===== src/rtl/multicycle_controller_pkg.sv =====
// Shared definitions for the multicycle MIPS control path.
// Holds the FSM state codes, opcode/funct constants, ALU control codes and
// the datapath mux encodings used by the controller and its ALU decoder.
package mips_ctrl_pkg;

    // FSM state encoding (4 bits, kept as plain constants for legacy tools)
    typedef logic [3:0] state_t;

    localparam state_t S_FETCH    = 4'd0;
    localparam state_t S_DECODE   = 4'd1;
    localparam state_t S_MEMADR   = 4'd2;
    localparam state_t S_MEMREAD  = 4'd3;
    localparam state_t S_MEMWB    = 4'd4;
    localparam state_t S_MEMWRITE = 4'd5;
    localparam state_t S_EXECUTE  = 4'd6;
    localparam state_t S_ALUWB    = 4'd7;
    localparam state_t S_BRANCH   = 4'd8;
    localparam state_t S_ADDIEXEC = 4'd9;
    localparam state_t S_ADDIWB   = 4'd10;
    localparam state_t S_JUMP     = 4'd11;

    // Opcodes (instr[31:26])
    localparam logic [5:0] OP_RTYPE = 6'h00;
    localparam logic [5:0] OP_LW    = 6'h23;
    localparam logic [5:0] OP_SW    = 6'h2B;
    localparam logic [5:0] OP_BEQ   = 6'h04;
    localparam logic [5:0] OP_ADDI  = 6'h08;
    localparam logic [5:0] OP_J     = 6'h02;

    // R-type funct codes (instr[5:0])
    localparam logic [5:0] FUNCT_ADD = 6'h20;
    localparam logic [5:0] FUNCT_SUB = 6'h22;
    localparam logic [5:0] FUNCT_AND = 6'h24;
    localparam logic [5:0] FUNCT_OR  = 6'h25;
    localparam logic [5:0] FUNCT_SLT = 6'h2A;

    // ALU control codes
    localparam logic [2:0] ALU_ADD = 3'b010;
    localparam logic [2:0] ALU_SUB = 3'b110;
    localparam logic [2:0] ALU_AND = 3'b000;
    localparam logic [2:0] ALU_OR  = 3'b001;
    localparam logic [2:0] ALU_SLT = 3'b111;

    // ALU B operand select
    localparam logic [1:0] SRCB_RT     = 2'b00;
    localparam logic [1:0] SRCB_FOUR   = 2'b01;
    localparam logic [1:0] SRCB_IMM    = 2'b10;
    localparam logic [1:0] SRCB_IMM_SH = 2'b11;

    // Next-PC select
    localparam logic [1:0] PCSRC_ALU    = 2'b00;
    localparam logic [1:0] PCSRC_ALUOUT = 2'b01;
    localparam logic [1:0] PCSRC_JUMP   = 2'b10;

endpackage


===== src/rtl/multicycle_controller_if.sv =====
// Controller <-> datapath/memory bundle.
//   Inputs to controller : op, funct (from IR), zero (ALU), mem_ready (memory)
//   Outputs of controller: datapath selects/enables, illegal_op, mem_timeout,
//                          plus state and wait_cnt for observation.
// master = controller side, slave = datapath/memory side.
interface multicycle_controller_if #(
    parameter int CNT_W = 5
);
    import mips_ctrl_pkg::*;

    logic [5:0]       op;
    logic [5:0]       funct;
    logic             zero;
    logic             mem_ready;

    logic             pc_en;
    logic             iord;
    logic             mem_write;
    logic             ir_write;
    logic             reg_write;
    logic             reg_dst;
    logic             mem_to_reg;
    logic             alu_src_a;
    logic [1:0]       alu_src_b;
    logic [1:0]       pc_src;
    logic [2:0]       alu_control;
    logic             illegal_op;
    logic             mem_timeout;
    state_t           state;
    logic [CNT_W-1:0] wait_cnt;

    modport master (
        input  op, funct, zero, mem_ready,
        output pc_en, iord, mem_write, ir_write, reg_write, reg_dst,
               mem_to_reg, alu_src_a, alu_src_b, pc_src, alu_control,
               illegal_op, mem_timeout, state, wait_cnt
    );

    modport slave (
        output op, funct, zero, mem_ready,
        input  pc_en, iord, mem_write, ir_write, reg_write, reg_dst,
               mem_to_reg, alu_src_a, alu_src_b, pc_src, alu_control,
               illegal_op, mem_timeout, state, wait_cnt
    );

endinterface


===== src/rtl/multicycle_controller_alu_decoder.sv =====
// Combinational R-type ALU decoder.
//   funct       in  6  instr[5:0]
//   alu_control out 3  ALU function code (add for unknown functs)
//   funct_legal out 1  funct is one of add/sub/and/or/slt
module alu_decoder
    import mips_ctrl_pkg::*;
(
    input  logic [5:0] funct,
    output logic [2:0] alu_control,
    output logic       funct_legal
);

    always_comb begin
        alu_control = ALU_ADD;
        funct_legal = 1'b1;
        case (funct)
            FUNCT_ADD: alu_control = ALU_ADD;
            FUNCT_SUB: alu_control = ALU_SUB;
            FUNCT_AND: alu_control = ALU_AND;
            FUNCT_OR:  alu_control = ALU_OR;
            FUNCT_SLT: alu_control = ALU_SLT;
            default:   funct_legal = 1'b0;
        endcase
    end

endmodule


===== src/rtl/multicycle_controller.sv =====
// Main control FSM of the multicycle MIPS datapath.
// Sequences one instruction over 3-5 cycles on a shared memory port and
// waits on mem_ready in FETCH, MEMREAD and MEMWRITE with an optional timeout.
//   clk    in  1  rising-edge clock
//   reset  in  1  synchronous active-high reset
//   bus    master modport of multicycle_controller_if (IR fields, zero,
//          mem_ready in; all datapath selects/enables and status out)
module multicycle_controller
    import mips_ctrl_pkg::*;
#(
    parameter int TIMEOUT = 16,
    parameter int CNT_W   = 5
) (
    input  logic                     clk,
    input  logic                     reset,
    multicycle_controller_if.master  bus
);

    state_t           state;
    state_t           next_state;
    state_t           out_state;
    logic [CNT_W-1:0] cnt;
    logic             illegal_q;
    logic             timeout_q;
    logic [2:0]       alu_ctl_fn;
    logic             funct_legal;
    logic             in_wait;
    logic             timeout_hit;
    logic             decode_illegal;

    logic c_pc_en, c_iord, c_mem_write, c_ir_write, c_reg_write;
    logic c_reg_dst, c_mem_to_reg, c_alu_src_a;
    logic [1:0] c_alu_src_b, c_pc_src;
    logic [2:0] c_alu_control;

    alu_decoder u_alu_dec (
        .funct       (bus.funct),
        .alu_control (alu_ctl_fn),
        .funct_legal (funct_legal)
    );

    assign in_wait = (state == S_FETCH) || (state == S_MEMREAD) ||
                     (state == S_MEMWRITE);
    assign timeout_hit = (TIMEOUT != 0) && in_wait && !bus.mem_ready &&
                         (int'(cnt) == TIMEOUT);

    always_comb begin
        next_state = state;
        case (state)
            S_FETCH:    if (bus.mem_ready) next_state = S_DECODE;
            S_DECODE: begin
                case (bus.op)
                    OP_LW, OP_SW: next_state = S_MEMADR;
                    OP_RTYPE:     next_state = funct_legal ? S_EXECUTE : S_FETCH;
                    OP_BEQ:       next_state = S_BRANCH;
                    OP_ADDI:      next_state = S_ADDIEXEC;
                    OP_J:         next_state = S_JUMP;
                    default:      next_state = S_FETCH;
                endcase
            end
            S_MEMADR:   next_state = (bus.op == OP_LW) ? S_MEMREAD : S_MEMWRITE;
            S_MEMREAD:  if (bus.mem_ready) next_state = S_MEMWB;
            S_MEMWB:    next_state = S_FETCH;
            S_MEMWRITE: if (bus.mem_ready) next_state = S_FETCH;
            S_EXECUTE:  next_state = S_ALUWB;
            S_ALUWB:    next_state = S_FETCH;
            S_BRANCH:   next_state = S_FETCH;
            S_ADDIEXEC: next_state = S_ADDIWB;
            S_ADDIWB:   next_state = S_FETCH;
            S_JUMP:     next_state = S_FETCH;
            default:    next_state = S_FETCH;
        endcase
        if (timeout_hit) next_state = S_FETCH;
    end

    // DECODE only falls back to FETCH when the op/funct is unsupported
    assign decode_illegal = (state == S_DECODE) && (next_state == S_FETCH);

    always_ff @(posedge clk) begin
        if (reset) begin
            state     <= S_FETCH;
            cnt       <= '0;
            illegal_q <= 1'b0;
            timeout_q <= 1'b0;
        end else begin
            state     <= next_state;
            illegal_q <= decode_illegal;
            // A timeout in FETCH keeps the state, so it must clear the count too
            if ((next_state != state) || timeout_hit)
                cnt <= '0;
            else if (in_wait && !bus.mem_ready && (cnt != '1))
                cnt <= cnt + 1'b1;
            if (timeout_hit)
                timeout_q <= 1'b1;
        end
    end

    // While reset is high the outputs decode as FETCH regardless of state
    assign out_state = reset ? S_FETCH : state;

    always_comb begin
        c_pc_en       = 1'b0;
        c_iord        = 1'b0;
        c_mem_write   = 1'b0;
        c_ir_write    = 1'b0;
        c_reg_write   = 1'b0;
        c_reg_dst     = 1'b0;
        c_mem_to_reg  = 1'b0;
        c_alu_src_a   = 1'b0;
        c_alu_src_b   = SRCB_RT;
        c_pc_src      = PCSRC_ALU;
        c_alu_control = ALU_ADD;
        case (out_state)
            S_FETCH: begin
                c_alu_src_b = SRCB_FOUR;
                c_ir_write  = bus.mem_ready;
                c_pc_en     = bus.mem_ready;
            end
            S_DECODE:   c_alu_src_b = SRCB_IMM_SH;
            S_MEMADR: begin
                c_alu_src_a = 1'b1;
                c_alu_src_b = SRCB_IMM;
            end
            S_MEMREAD:  c_iord = 1'b1;
            S_MEMWB: begin
                c_reg_write  = 1'b1;
                c_mem_to_reg = 1'b1;
            end
            S_MEMWRITE: begin
                c_iord      = 1'b1;
                c_mem_write = !timeout_hit;
            end
            S_EXECUTE: begin
                c_alu_src_a   = 1'b1;
                c_alu_control = alu_ctl_fn;
            end
            S_ALUWB: begin
                c_reg_write = 1'b1;
                c_reg_dst   = 1'b1;
            end
            S_BRANCH: begin
                c_alu_src_a   = 1'b1;
                c_alu_control = ALU_SUB;
                c_pc_src      = PCSRC_ALUOUT;
                c_pc_en       = bus.zero;
            end
            S_ADDIEXEC: begin
                c_alu_src_a = 1'b1;
                c_alu_src_b = SRCB_IMM;
            end
            S_ADDIWB:   c_reg_write = 1'b1;
            S_JUMP: begin
                c_pc_src = PCSRC_JUMP;
                c_pc_en  = 1'b1;
            end
            default: ;
        endcase
    end

    assign bus.pc_en       = c_pc_en & !reset;
    assign bus.mem_write   = c_mem_write & !reset;
    assign bus.ir_write    = c_ir_write & !reset;
    assign bus.reg_write   = c_reg_write & !reset;
    assign bus.iord        = c_iord;
    assign bus.reg_dst     = c_reg_dst;
    assign bus.mem_to_reg  = c_mem_to_reg;
    assign bus.alu_src_a   = c_alu_src_a;
    assign bus.alu_src_b   = c_alu_src_b;
    assign bus.pc_src      = c_pc_src;
    assign bus.alu_control = c_alu_control;
    assign bus.illegal_op  = illegal_q;
    assign bus.mem_timeout = timeout_q;
    assign bus.state       = state;
    assign bus.wait_cnt    = cnt;

endmodule


===== src/flat_wrapper.sv =====
// flat-port wrapper written by rule: the top's interface ports become plain ports
module multicycle_controller_flat import mips_ctrl_pkg::*;
#(
    parameter int TIMEOUT = 16,
    parameter int CNT_W   = 5
)
  (clk, reset, bus_op, bus_funct, bus_zero, bus_mem_ready, bus_pc_en, bus_iord, bus_mem_write, bus_ir_write, bus_reg_write, bus_reg_dst, bus_mem_to_reg, bus_alu_src_a, bus_alu_src_b, bus_pc_src, bus_alu_control, bus_illegal_op, bus_mem_timeout, bus_state, bus_wait_cnt);
  multicycle_controller_if #(.CNT_W(CNT_W)) bus_i ();
  input  logic clk;
  input  logic reset;
  input wire logic [$bits(bus_i.op)-1:0] bus_op;
  input wire logic [$bits(bus_i.funct)-1:0] bus_funct;
  input wire logic [$bits(bus_i.zero)-1:0] bus_zero;
  input wire logic [$bits(bus_i.mem_ready)-1:0] bus_mem_ready;
  output wire logic [$bits(bus_i.pc_en)-1:0] bus_pc_en;
  output wire logic [$bits(bus_i.iord)-1:0] bus_iord;
  output wire logic [$bits(bus_i.mem_write)-1:0] bus_mem_write;
  output wire logic [$bits(bus_i.ir_write)-1:0] bus_ir_write;
  output wire logic [$bits(bus_i.reg_write)-1:0] bus_reg_write;
  output wire logic [$bits(bus_i.reg_dst)-1:0] bus_reg_dst;
  output wire logic [$bits(bus_i.mem_to_reg)-1:0] bus_mem_to_reg;
  output wire logic [$bits(bus_i.alu_src_a)-1:0] bus_alu_src_a;
  output wire logic [$bits(bus_i.alu_src_b)-1:0] bus_alu_src_b;
  output wire logic [$bits(bus_i.pc_src)-1:0] bus_pc_src;
  output wire logic [$bits(bus_i.alu_control)-1:0] bus_alu_control;
  output wire logic [$bits(bus_i.illegal_op)-1:0] bus_illegal_op;
  output wire logic [$bits(bus_i.mem_timeout)-1:0] bus_mem_timeout;
  output wire logic [$bits(bus_i.state)-1:0] bus_state;
  output wire logic [$bits(bus_i.wait_cnt)-1:0] bus_wait_cnt;
  assign bus_i.op = bus_op;
  assign bus_i.funct = bus_funct;
  assign bus_i.zero = bus_zero;
  assign bus_i.mem_ready = bus_mem_ready;
  assign bus_pc_en = bus_i.pc_en;
  assign bus_iord = bus_i.iord;
  assign bus_mem_write = bus_i.mem_write;
  assign bus_ir_write = bus_i.ir_write;
  assign bus_reg_write = bus_i.reg_write;
  assign bus_reg_dst = bus_i.reg_dst;
  assign bus_mem_to_reg = bus_i.mem_to_reg;
  assign bus_alu_src_a = bus_i.alu_src_a;
  assign bus_alu_src_b = bus_i.alu_src_b;
  assign bus_pc_src = bus_i.pc_src;
  assign bus_alu_control = bus_i.alu_control;
  assign bus_illegal_op = bus_i.illegal_op;
  assign bus_mem_timeout = bus_i.mem_timeout;
  assign bus_state = bus_i.state;
  assign bus_wait_cnt = bus_i.wait_cnt;
  multicycle_controller #(.TIMEOUT(TIMEOUT), .CNT_W(CNT_W)) u_core (.clk(clk), .reset(reset), .bus(bus_i));
endmodule

===== config.mk =====
export PLATFORM = sky130hd
export DESIGN_NAME = multicycle_controller_flat
export DESIGN_NICKNAME = d
export VERILOG_FILES = /design/src/rtl/multicycle_controller_pkg.sv /design/src/rtl/multicycle_controller_if.sv /design/src/rtl/multicycle_controller_alu_decoder.sv /design/src/rtl/multicycle_controller.sv /design/src/flat_wrapper.sv
export SDC_FILE = /design/constraint.sdc
export NUM_CORES = 1
export LEC_CHECK = 0
export BUFFER_PORTS_ARGS = -buffer_cell sky130_fd_sc_hd__buf_2
export CORE_MARGIN = 4
export CORE_UTILIZATION = 50
export DETAILED_ROUTE_END_ITERATION = 16
export GPL_ROUTABILITY_DRIVEN = 0
export PLACE_DENSITY = 0.81
export SLEW_MARGIN = 20
export SYNTH_ARGS = -nofsm -noshare
export SYNTH_HDL_FRONTEND = slang
export SYNTH_SLANG_ARGS = --single-unit

===== constraint.sdc =====
create_clock -name clk -period 5.3 [get_ports clk]
set_clock_uncertainty 0.2 [all_clocks]
set_input_delay 0.795 -clock clk [delete_from_list [all_inputs] [get_ports clk]]
set_output_delay 0.795 -clock clk [all_outputs]
set_load 0.02 [all_outputs]

# Word-level counts from Yosys, hierarchy flattened
# Index checks and enable logic that the tools add are counted.
# classes
n_eq_ne	30
bitwise_logic	4
n_reduce_logical	21
n_lt_le_gt_ge	0
n_div	0
n_mux	22
add_sub_neg	1
shift	0
n_mul	0
# ops
op	count
equality test 6 bit (second input constant)	7
case mux 4 bit (7 select lines)	1
equality test 4 x 3 -> 1 bit (second input constant)	6
equality test 4 bit (second input constant)	5
2-to-1 mux 4 bit	5
case mux 4 bit (5 select lines)	1
equality test 4 x 2 -> 1 bit (second input constant)	4
logical NOT 4 bit	3
case mux 3 bit (4 select lines)	1
equality test 4 x 1 -> 1 bit (second input constant)	2
2-to-1 mux 1 bit	8
OR reduction 2 bit	4
equality test 6 x 2 -> 1 bit (second input constant)	1
equality test 6 x 3 -> 1 bit (second input constant)	1
equality test 6 x 4 -> 1 bit (second input constant)	1
logical NOT 6 bit	1
2-to-1 mux 3 bit	2
case mux 2 bit (3 select lines)	1
case mux 3 bit (2 select lines)	1
adder 5 x 1 -> 5 bit (second input constant)	1
equality test 5 bit (second input constant)	1
inequality test 5 bit (second input constant)	1
OR reduction 5 bit	1
bitwise AND 1 bit	4
8 further kinds	15
# word_totals
latch_bits	0
rom_bits	0
ff_bits	11
out_inout_bits	26
mem_bits_rw	0
memories	0

# Logic depth before layout (Yosys ltp)
# logic_depth
depth_word	10
mapped_depth	8
ltp_nobuf	8

# Cells and area by module
# A second synthesis with hierarchy kept.
# hier_totals
cells_unflattened	148
hier_area_um2	1173.6
# modules_own_cells
module	cells_each	area_each_um2	instances
multicycle_controller	139	1087.3	1
alu_decoder	9	86.3	1

# Least setup slack after synthesis
# Ideal clock, no wire load.
# synth_path
path_type	input -> output
start	in reset
end	out bus_alu_control[1]
setup_slack_ns	2.060
required_time_ns	4.305
path_stages	3
t_arrival_ns	2.245
path_cell_list	or3_1 -> or4_1 -> or4b_1
# synth_between
elab_chain_cells	3
elab_cells_between_ends	4
# synth_rtl
element	line	rtl
start: declaration	flat_wrapper.sv:10	input logic reset;
2-to-1 mux 4 bit (*)	multicycle_controller.sv:99	assign out_state = reset ? S_FETCH : state;
equality test 4 bit or equality test 4 x 3 -> 1 bit (tied branches)	multicycle_controller.sv:113	case (out_state)
case mux 3 bit (2 select lines) (*)	multicycle_controller.sv:113	
end: declaration	flat_wrapper.sv:25	output wire logic [$bits(bus_i.alu_control)-1:0] bus_alu_control;
# Mark *: on every way between the ends. The rest lies on a longest branch, timed or not.

# Worst setup path after layout
# layout_path
start	reg u_core.state[2], in the netlist u_core.bus.state[2]
end	out bus_alu_control[1]
# layout_between
elab_chain_cells	3
elab_cells_between_ends	4
# layout_rtl
element	line	rtl
start: declaration	multicycle_controller.sv:19	state_t state;
start signal: assignment	multicycle_controller.sv:86	state <= next_state;
2-to-1 mux 4 bit (*)	multicycle_controller.sv:99	
equality test 4 bit or equality test 4 x 3 -> 1 bit (tied branches)	multicycle_controller.sv:113	
case mux 3 bit (2 select lines) (*)	multicycle_controller.sv:113	
# Marked as above.

==> flow_metrics.py <==
metrics = {
    "status": {
        "status": "finished, final reports clean",
    },
    "hold_path": {
        "hp-class": "flip-flop to flip-flop",
    },
    "synth": {
        "synthXorXnorAreaFrac_pct": 4.67,
        "synth_mux_area_share_pct": 2.67,
        "ys_ff_latch": 11,
        "ys.warnings.count": 0,
        "synth.distinct_cells": 51,
        "synth_top_area_share_pct": 19.6,
        "synth_ff_type": "dfxtp_1",
        "synth-simple-area-share_pct": 34.9,
        "synthAdderAreaFrac_pct": 3.33,
        "synth_top_family_by_area": "simple AND/OR/NAND/NOR gates",
        "yosysSeqAreaShare_pct": 19.6,
        "synth.most_common_cell": "nor2_1",
        "synth_compound_area_share_pct": 28.0,
        "syn_inst": 147,
        "syn_nets": 166,
        "synth_edf_count": 0,
        "async_flop_share_pct": 0,
        "netlist_area_mm2": 0.00113,
        "synthTopCellsByArea": "dfxtp_1 20%, nor2_1 4.0%, nand2_1 3.7%",
        "syn_area_per_cell_um2": 7.66,
        "netlist_top_cells_count": "12 x nor2_1, 11 x dfxtp_1, 11 x nand2_1",
        "synth_largest_area_cell": "dfxtp_1",
    },
    "timing": {
        "drv_slew": 0,
        "period_share_pct": 73.5,
        "grt_setup_unrepaired": "no",
        "setup_violations": 0,
        "finalSetupTns_ns": 0,
        "relSlewSlack_pct": 54.4,
        "tightest_slew_ns": 0.683,
        "hold_viol": 0,
        "fin_crit_ns": 3.89,
        "fmax_mhz": 257,
    },
    "clock_network": {
        "cts_tree": "built",
        "cts_hold_buffers": 0,
        "cts.clk_slew.worst_paths_ns": 0.08,
        "clockBufferDepth": 2,
        "htree_levels": 1,
        "cts_resized": 0,
        "clock_sinks": 11,
        "clock_latency_ns": 0.28,
        "cts_root_buf": "clkbuf_4",
        "post_cts_buffers": 0,
        "cts_buffers": 3,
    },
    "floorplan": {
        "die_h_um": 55.5,
        "num_rows": 16,
        "dieArea_mm2": 0.00308,
        "die_x_um": 55.5,
        "ios": 42,
        "core_mm2": 0.00204,
        "start_util_pct": 55.1,
    },
    "routing": {
        "post_drt_wl_per_cell_um": 15.1,
        "drtPass1Iterations": 4,
        "drt-initial-drc-count": 63,
        "drc_errors": 0,
        "drt_wl_total_um": 3140,
        "viasPerCell": 6.15,
        "postRouteAntennaNets": 0,
        "via_count": 1279,
    },
    "setup_path": {
        "crit_path_end_kind": "output port",
        "crit_required_ns": 4.30,
        "worstSetupPathType": "flip-flop to output port",
        "crit_path_start_kind": "flip-flop",
        "path_max_fanout": 18,
        "cp_data_arrival_time_ns": 2.90,
    },
    "global_routing": {
        "grt_first_pass_wirelength_um": 5180,
        "antenna_found_initial": 0,
        "grtUsageTotal_pct": 19.9,
        "overflow": 0,
        "grt_pass1_vias": 1148,
        "grt_max_degree": 24,
    },
    "final_layout": {
        "fin_util_pct": 65.7,
        "final_nets": 201,
        "postLayoutCellArea_mm2": 0.00134,
        "drive_gt1_share_pct": 29.8,
        "area_growth_pct": 19.1,
        "antennaDiodeCount": 0,
        "nFillCells": 185,
    },
    "run": {
        "drv_cap": 0,
    },
    "pwr": {
        "power_density_mw_per_mm2": 143,
        "comb_power_share_pct": 22.5,
        "p_leak_nw": 0.599,
        "clockPowerShare_pct": 31.1,
        "p_sw_mw": 0.0613,
        "ir_drop_mv": 0.176,
        "netSwitchingFraction_pct": 32.0,
        "intPower_mw": 0.130,
        "power_mw": 0.192,
        "pwr-share-seq_pct": 46.4,
    },
    "place": {
        "place_area_mm2": 0.00131,
        "dp_hpwl_um": 2360,
        "portBuffers": 41,
    },
}
==> power groups by stage <==
stage / clock network [mW] / logic (mW) / registers [mW]
after floorplan: 0 / 0.0282 / 0.0899
after global placement: 0 / 0.0411 / 0.0905
after detailed placement: 0 / 0.0424 / 0.0907
after CTS: 0.0599 / 0.0427 / 0.0888
after global routing: 0.0645 / 0.0475 / 0.0893
final: 0.0596 / 0.0430 / 0.0889
==> path summary, 6_finish.rpt <==
check | start | to | slack [ns] | cells past startpoint
setup / recovery | u_core.bus.state[2] | bus_alu_control[1] | 1.41 | 5
hold / removal | u_core.bus.mem_timeout | u_core.bus.mem_timeout | 0.25 | 2
setup reg to reg | u_core.bus.state[0] | u_core.bus.wait_cnt[3] | 2.45 | 5
hold reg to reg | u_core.bus.mem_timeout | u_core.bus.mem_timeout | 0.25 | 2
==> metrics by stage <==
step | hold slack, ns | setup slack (ns) | instances
6_report | 0.253 | 1.41 | 208
5_1_grt | 0.280 | 1.33 | 208
4_1_cts | 0.253 | 1.44 | 208
3_5_place_dp | 0.244 | 1.76 | 204
3_3_place_gp | 0.240 | 1.82 | 204
2_1_floorplan | 0.322 | 2.06 | 147
==> sequential cells by signal (all words and copies together), names as in the netlist <==
| register | flops |
|---|---|
| u_core.bus.illegal_op | 1 |
| u_core.bus.mem_timeout | 1 |
| u_core.bus.state | 4 |
| u_core.bus.wait_cnt | 5 |
==> routing by layer <==
| metal | up-vias | global-route usage (%) | wire length, µm |
|---|---|---|---|
| met1 | 596 | 27.1 | 1390 |
| met3 | 4 | 5.59 | 241 |
| met2 | 59 | 30.9 | 1490 |
| li1 | 620 | - | - |
| met4 | 0 | 4.17 | 17 |
| met5 | - | 0 | 0 |
==> cells by family (layout without fill, tap and decap cells) <==
group	Yosys count	count (layout)
flip-flops	11	11
AND/OR/NAND/NOR	67	67
XOR/XNOR	6	6
adder cells (fa/ha/maj)	3	3
AO/OA/AOI/OAI	39	39
multiplexers	3	3
buffers and inverters	18	52
==> critical path, stage by stage (launching register included) <==
cell	delay, ns
dfxtp_1	0.72
inv_1	0.24
or3_1	0.45
or4_1	0.53
or4b_1	0.49
buf_2	0.18
==> area by class of cell <==
type                            instances  area [µm²]  area share (%)
Sequential cell                        11         220            16.4
Tap cell                               27        33.8            2.52
Inverter                                7        26.3            1.96
Timing Repair Buffer                   41         205            15.3
Clock buffer                            3        22.5            1.68
Clock inverter                          1        5.00           0.373
Multi-Input combinational cell        118         828            61.8
==> cell usage in the layout (no fill, tap or decap), types with 2 or more instances in the layout <==
cell	synthesis	routed
dfxtp_1	11	11
a211oi_2	3	3
nand4_1	2	2
o21bai_1	2	2
a21oi_1	6	6
nor3b_1	3	3
a21boi_0	3	3
nand2b_1	4	4
o211a_1	2	2
a2111oi_1	4	4
nor2b_1	4	4
buf_2	2	41
xor2_1	4	4
a2111oi_0	2	2
or4b_4	2	2
mux2i_1	3	3
nor2_1	12	12
ha_1	3	3
o31ai_1	3	3
clkbuf_4	0	3
inv_1	7	7
or3_1	5	5
nand3_1	5	5
nor3_1	5	5
o21ai_0	4	4
nor4_1	3	3
xnor2_1	2	2
nand2_1	11	11
No activity file was read; power rests on OpenSTA's default activity.
